## config.mk

```make
export PLATFORM = sky130hd
export DESIGN_NAME = mips_multicycle_ctrl
export DESIGN_NICKNAME = d
export VERILOG_FILES = /design/src/rtl/mips_multicycle_ctrl.sv
export SDC_FILE = /design/constraint.sdc
export NUM_CORES = 1
export LEC_CHECK = 0
export ABC_AREA = 0
export ABC_CLOCK_PERIOD_IN_PS = 4200
export CELL_PAD_IN_SITES_DETAIL_PLACEMENT = 0
export CELL_PAD_IN_SITES_GLOBAL_PLACEMENT = 1
export CORE_MARGIN = 3
export CORE_UTILIZATION = 33
export DETAILED_ROUTE_END_ITERATION = 7
export PLACE_DENSITY = 0.87
export SYNTH_ARGS = -nofsm -noshare
export SYNTH_HDL_FRONTEND = slang
export SYNTH_SLANG_ARGS = --single-unit
```

## constraint.sdc

```tcl
create_clock -name clk_CPU -period 4.2 [get_ports clk_CPU]
set_clock_uncertainty 0.1 [all_clocks]
set_input_delay 1.26 -clock clk_CPU [delete_from_list [all_inputs] [get_ports clk_CPU]]
set_output_delay 1.26 -clock clk_CPU [all_outputs]
set_load 0.05 [all_outputs]
```

## src/rtl/mips_multicycle_ctrl.sv

```systemverilog
// Multicycle MIPS control FSM: sequences fetch/decode/execute/memory/write-back over a shared datapath.
// Define MC_CTRL_JUMP_EN to build the JUMP state; without it opcode 000010 halts the CPU.
module mips_multicycle_ctrl #(
   parameter int ICNT_W = 32
) (
   input  logic              clk_CPU,
   input  logic              rst_CPU,
   input  logic [5:0]        opcode,
   input  logic              zero,
   input  logic              mem_ready,
   output logic              pc_en,
   output logic              IorD,
   output logic              MemRead,
   output logic              MemWrite,
   output logic              IRWrite,
   output logic              RegWrite,
   output logic              MemtoReg,
   output logic              RegDst,
   output logic              ALUSrcA,
   output logic [1:0]        ALUSrcB,
   output logic [1:0]        ALUOp,
   output logic [1:0]        PCSource,
   output logic [3:0]        state,
   output logic              halted,
   output logic [ICNT_W-1:0] instr_count
);

   typedef enum logic [3:0] {
      S_FETCH   = 4'd0,
      S_DECODE  = 4'd1,
      S_MEMADR  = 4'd2,
      S_MEMRD   = 4'd3,
      S_MEMWB   = 4'd4,
      S_MEMWR   = 4'd5,
      S_EXEC_R  = 4'd6,
      S_ALUWB   = 4'd7,
      S_BRANCH  = 4'd8,
      S_JUMP    = 4'd9,
      S_ADDI_EX = 4'd10,
      S_ADDI_WB = 4'd11,
      S_HALT    = 4'd15
   } state_e;

   localparam logic [5:0] OP_RTYPE = 6'b000000;
   localparam logic [5:0] OP_LW    = 6'b100011;
   localparam logic [5:0] OP_SW    = 6'b101011;
   localparam logic [5:0] OP_BEQ   = 6'b000100;
   localparam logic [5:0] OP_ADDI  = 6'b001000;
   localparam logic [5:0] OP_J     = 6'b000010;

   state_e            state_q, state_d;
   logic [ICNT_W-1:0] cnt_q, cnt_d;
   logic              retire;
   logic              pc_write, pc_write_cond;
   logic              mem_read_s, mem_write_s, ir_write_s, reg_write_s;

   // NOTE: sequential state uses non-blocking assignments so every register samples pre-edge values.
   always_ff @(posedge clk_CPU) begin
      if (rst_CPU) begin
         state_q <= S_FETCH;
         cnt_q   <= '0;
      end else begin
         state_q <= state_d;
         cnt_q   <= cnt_d;
      end
   end

   always_comb begin
      // NOTE: every output of this block gets a default first, so no path can infer a latch.
      state_d       = state_q;
      retire        = 1'b0;
      pc_write      = 1'b0;
      pc_write_cond = 1'b0;
      mem_read_s    = 1'b0;
      mem_write_s   = 1'b0;
      ir_write_s    = 1'b0;
      reg_write_s   = 1'b0;
      IorD          = 1'b0;
      MemtoReg      = 1'b0;
      RegDst        = 1'b0;
      ALUSrcA       = 1'b0;
      ALUSrcB       = 2'b00;
      ALUOp         = 2'b00;
      PCSource      = 2'b00;
      halted        = 1'b0;

      unique case (state_q)
         S_FETCH: begin
            mem_read_s = 1'b1;
            ALUSrcB    = 2'b01;
            ir_write_s = mem_ready;
            pc_write   = mem_ready;
            if (mem_ready) state_d = S_DECODE;
         end
         S_DECODE: begin
            ALUSrcB = 2'b11;
            case (opcode)
               OP_RTYPE:      state_d = S_EXEC_R;
               OP_LW, OP_SW:  state_d = S_MEMADR;
               OP_BEQ:        state_d = S_BRANCH;
               OP_ADDI:       state_d = S_ADDI_EX;
`ifdef MC_CTRL_JUMP_EN
               OP_J:          state_d = S_JUMP;
`endif
               default:       state_d = S_HALT;
            endcase
         end
         S_MEMADR: begin
            ALUSrcA = 1'b1;
            ALUSrcB = 2'b10;
            state_d = (opcode == OP_SW) ? S_MEMWR : S_MEMRD;
         end
         S_MEMRD: begin
            mem_read_s = 1'b1;
            IorD       = 1'b1;
            if (mem_ready) state_d = S_MEMWB;
         end
         S_MEMWB: begin
            reg_write_s = 1'b1;
            MemtoReg    = 1'b1;
            state_d     = S_FETCH;
            retire      = 1'b1;
         end
         S_MEMWR: begin
            mem_write_s = 1'b1;
            IorD        = 1'b1;
            if (mem_ready) begin
               state_d = S_FETCH;
               retire  = 1'b1;
            end
         end
         S_EXEC_R: begin
            ALUSrcA = 1'b1;
            ALUOp   = 2'b10;
            state_d = S_ALUWB;
         end
         S_ALUWB: begin
            reg_write_s = 1'b1;
            RegDst      = 1'b1;
            state_d     = S_FETCH;
            retire      = 1'b1;
         end
         S_BRANCH: begin
            ALUSrcA       = 1'b1;
            ALUOp         = 2'b01;
            pc_write_cond = 1'b1;
            PCSource      = 2'b01;
            state_d       = S_FETCH;
            retire        = 1'b1;
         end
`ifdef MC_CTRL_JUMP_EN
         S_JUMP: begin
            pc_write = 1'b1;
            PCSource = 2'b10;
            state_d  = S_FETCH;
            retire   = 1'b1;
         end
`endif
         S_ADDI_EX: begin
            ALUSrcA = 1'b1;
            ALUSrcB = 2'b10;
            state_d = S_ADDI_WB;
         end
         S_ADDI_WB: begin
            reg_write_s = 1'b1;
            state_d     = S_FETCH;
            retire      = 1'b1;
         end
         S_HALT: begin
            halted = 1'b1;
         end
         default: begin
            state_d = S_HALT;
         end
      endcase

      cnt_d = cnt_q + ICNT_W'(retire);
   end

   // Reset aborts whatever access is in flight, so strobes drop in the same cycle.
   assign pc_en       = ~rst_CPU & (pc_write | (pc_write_cond & zero));
   assign MemRead     = ~rst_CPU & mem_read_s;
   assign MemWrite    = ~rst_CPU & mem_write_s;
   assign IRWrite     = ~rst_CPU & ir_write_s;
   assign RegWrite    = ~rst_CPU & reg_write_s;
   assign state       = state_q;
   assign instr_count = cnt_q;

endmodule

```

==> out/qor.txt <==
Clock Pin Slew Worst Setup and Hold Paths -> 70 ps
Simple-Gate Fraction of Synth Area -> 34.1%
Seq/Total Area, Yosys -> 35.8%
Min-delay worst type -> reg -> reg
Vias/cell -> 5.48
Core area -> 5710 um^2
Max-Cap Viols -> 0
Buf/Inv on CP -> 3
Largest cells by area after synthesis -> dfxtp_1 36%, a21oi_1 5.0%, nor2_1 4.8%
H-tree level count -> 2
CP Class -> in -> out
CTS Buf Count -> 5
Measured slew at the worst slew-check pin -> 693 ps
Syn avg cell area -> 7.97 um^2
Setup slack after layout -> 388 ps
Compound-Gate Fraction of Synth Area -> 17.2%
Slew headroom -> 53.7%
Startpoint types -> input pin
1st-iter DRT viols -> 79
Share of total power in combinational logic -> 48.9%
Clock buffer depth -> 2
Internal power component -> 0.753 mW
Syn Nets -> 265
Reg2reg start -> state[1]
Remaining global-route overflow -> 0
Antenna Nets Post-Route -> 0
Crit-path cells -> clkdlybuf4s50_1, buf_4, nor2_1, buf_12
Total Negative Setup Slacks -> 0 ps
Slew Limit Fails -> 0
Max IR drop VDD -> 0.000396 V
Drt first pass iters -> 4
Via count -> 2070
Initial antenna violation count -> 0
Die area -> 7080 um^2
Largest family of logic cells by synthesized area -> simple AND/OR/NAND/NOR gates
Ys async rst share -> 0%
FF+latch count, synth -> 36
WP data required -> 2840 ps
All-Layer GR Usage -> 14.7%
P_leak -> 0.872 nW
CTS root buffer -> clkbuf_8
Rows -> 27
Post-Synth XOR/XNOR Area -> 6.08%
Final Setup Violations -> 0
Crit path DAT -> 2450 ps
CP max-delay cell -> clkdlybuf4s50_1
Crit-path leading delay family -> buffers and inverters
Worst skew pair latency -> 290 ps
Mapped Cells -> 253
Yosys cell types -> 44
Syn. warnings -> 0
Area Growth Syn to Fin -> 39.1%
First-pass GRT wire length -> 8.77 mm
Pwr dens -> 489 nW/um^2
Layout cells sized above 1 -> 7.52%
Final Hold Vio Count -> 0
Antenna fix cells -> 0
Wire length per cell -> 13.9 um
Area after DPL -> 2710 um^2
Total clock sinks -> 36
Die H -> 84.2 um
GPL Wtd Cong -> 0.754
Starting density of the core -> 35.3%
Switching Share -> 45.1%
Reg power frac -> 32.3%
F_max -> 262 MHz
Total I/O pin count -> 62
Overall Power -> 1.37 mW
CTS tree -> done
Residual DRC -> 0
Largest net degree at the start of global routing -> 21
Worst setup path startpoint -> rst_CPU
Adder-cell area share of the yosys netlist -> 1.24%
Clock power share -> 18.7%
Port Buffers -> 60
EDFF count, synth -> 0
Fin area -> 2800 um^2
Crit. End Element -> output pin
Main synth FF type -> dfxtp_1
Syn Std Cell Area -> 2020 um^2
Vias in the first global route -> 1820
Crit-path max FO -> 20
Final core utilization -> 49.1%
Post-synth top area share -> 35.8%
Hold wc startpoint -> instr_count[31]
CTS-repair resized insts -> 0
Most frequent cells in the layout -> 55 x clkdlybuf4s50_1, 36 x dfxtp_1, 26 x nor2_1
Fin crit share -> 90.8%
Unrepaired setup endpoints after global routing -> no
Max incr delay on CP -> 610 ps
Pre-CTS setup slack -> 248 ps
Post-synthesis mux area share -> 0.497%
Die width -> 84.2 um
Area leader, netlist -> dfxtp_1
Status -> finished clean
Most common cell after layout, fill and taps aside -> clkdlybuf4s50_1
Nets -> 317
Psw -> 0.618 mW
DRT Wirelength -> 5.24 mm
Tmin final -> 3810 ps
Hold buffers post-CTS -> 0
DP Wirelength -> 3.70 mm
Post-CTS Setup Repair Bufs -> 0
-- cells by family (layout without fill, tap and decap cells) --
| kind of cell | Yosys count | in the layout |
|---|---|---|
| xor+xnor | 14 | 14 |
| mux | 1 | 1 |
| compound gates | 55 | 55 |
| flops | 36 | 36 |
| simple gates | 123 | 123 |
| fa+ha+maj | 2 | 2 |
| buf+inv | 21 | 74 |
| other cells | 1 | 1 |
-- layout make-up --
| class | instances | area, um^2 |
|---|---|---|
| Inverter | 1 | 3.75 |
| Fill cell | 550 | 2910 |
| Timing Repair Buffer | 65 | 688 |
| Clock inverter | 2 | 10.0 |
| Clock buffer | 6 | 82.6 |
| Tap cell | 72 | 90.1 |
| Sequential cell | 36 | 721 |
| Multi-Input combinational cell | 196 | 1210 |
-- state kept, by name, summed over array words and instances (netlist names) --
register	cells
instr_count	32
state	4
-- power by group through the flow --
stage | logic [mW] | registers, mW | clock network (mW)
2_1_floorplan | 0.437 | 0.462 | 0
3_3_place_gp | 0.670 | 0.451 | 0
3_5_place_dp | 0.672 | 0.451 | 0
4_1_cts | 0.675 | 0.444 | 0.263
5_1_grt | 0.708 | 0.454 | 0.280
6_report | 0.670 | 0.443 | 0.257
-- worst min-delay path: cells and delay by family (launching register included) --
| family | cells | cell delay (ps) |
|---|---|---|
| flip-flops | 1 | 320 |
| AO/OA/AOI/OAI | 2 | 120 |
-- metrics by stage --
stage | std cells | hold slack (ps)
floorplan | 253 | 604
global placement | 370 | 360
detailed placement | 370 | 379
CTS | 378 | 389
global route | 378 | 427
finish | 378 | 384
-- cell usage after synthesis, types with 2 or more instances --
| library cell | number |
|---|---|
| o31ai_1 | 12 |
| o21bai_1 | 2 |
| xor2_1 | 5 |
| nand4_1 | 8 |
| o41ai_1 | 2 |
| clkbuf_1 | 12 |
| o21ai_0 | 9 |
| or4_1 | 13 |
| a211oi_1 | 3 |
| dfxtp_1 | 36 |
| a21oi_1 | 20 |
| ha_1 | 2 |
| nor2b_1 | 3 |
| nor2_1 | 26 |
| nor3_1 | 10 |
| nor4_1 | 6 |
| and2_1 | 2 |
| nand2b_1 | 6 |
| nor3b_1 | 2 |
| or3_1 | 8 |
| buf_4 | 3 |
| nand3_1 | 14 |
| nand2_1 | 15 |
| and4_1 | 4 |
| buf_1 | 3 |
| xnor2_1 | 9 |
-- routing by layer --
layer	wire length, um	GRT usage (%)	up-vias
li1	-	-	1047
met5	0	0	-
met1	2470	20.3	963
met2	2380	22.6	52
met3	327	4.02	8
met4	59	3.95	0
-- final timing paths --
check | end | slack, ps | cells past startpoint
hold reg to reg | instr_count[31] | 380 | 2
setup / recovery | MemRead | 390 | 4
hold / removal | instr_count[31] | 380 | 2
setup reg to reg | instr_count[22] | 950 | 9
No activity file was read; power rests on OpenSTA's default activity.
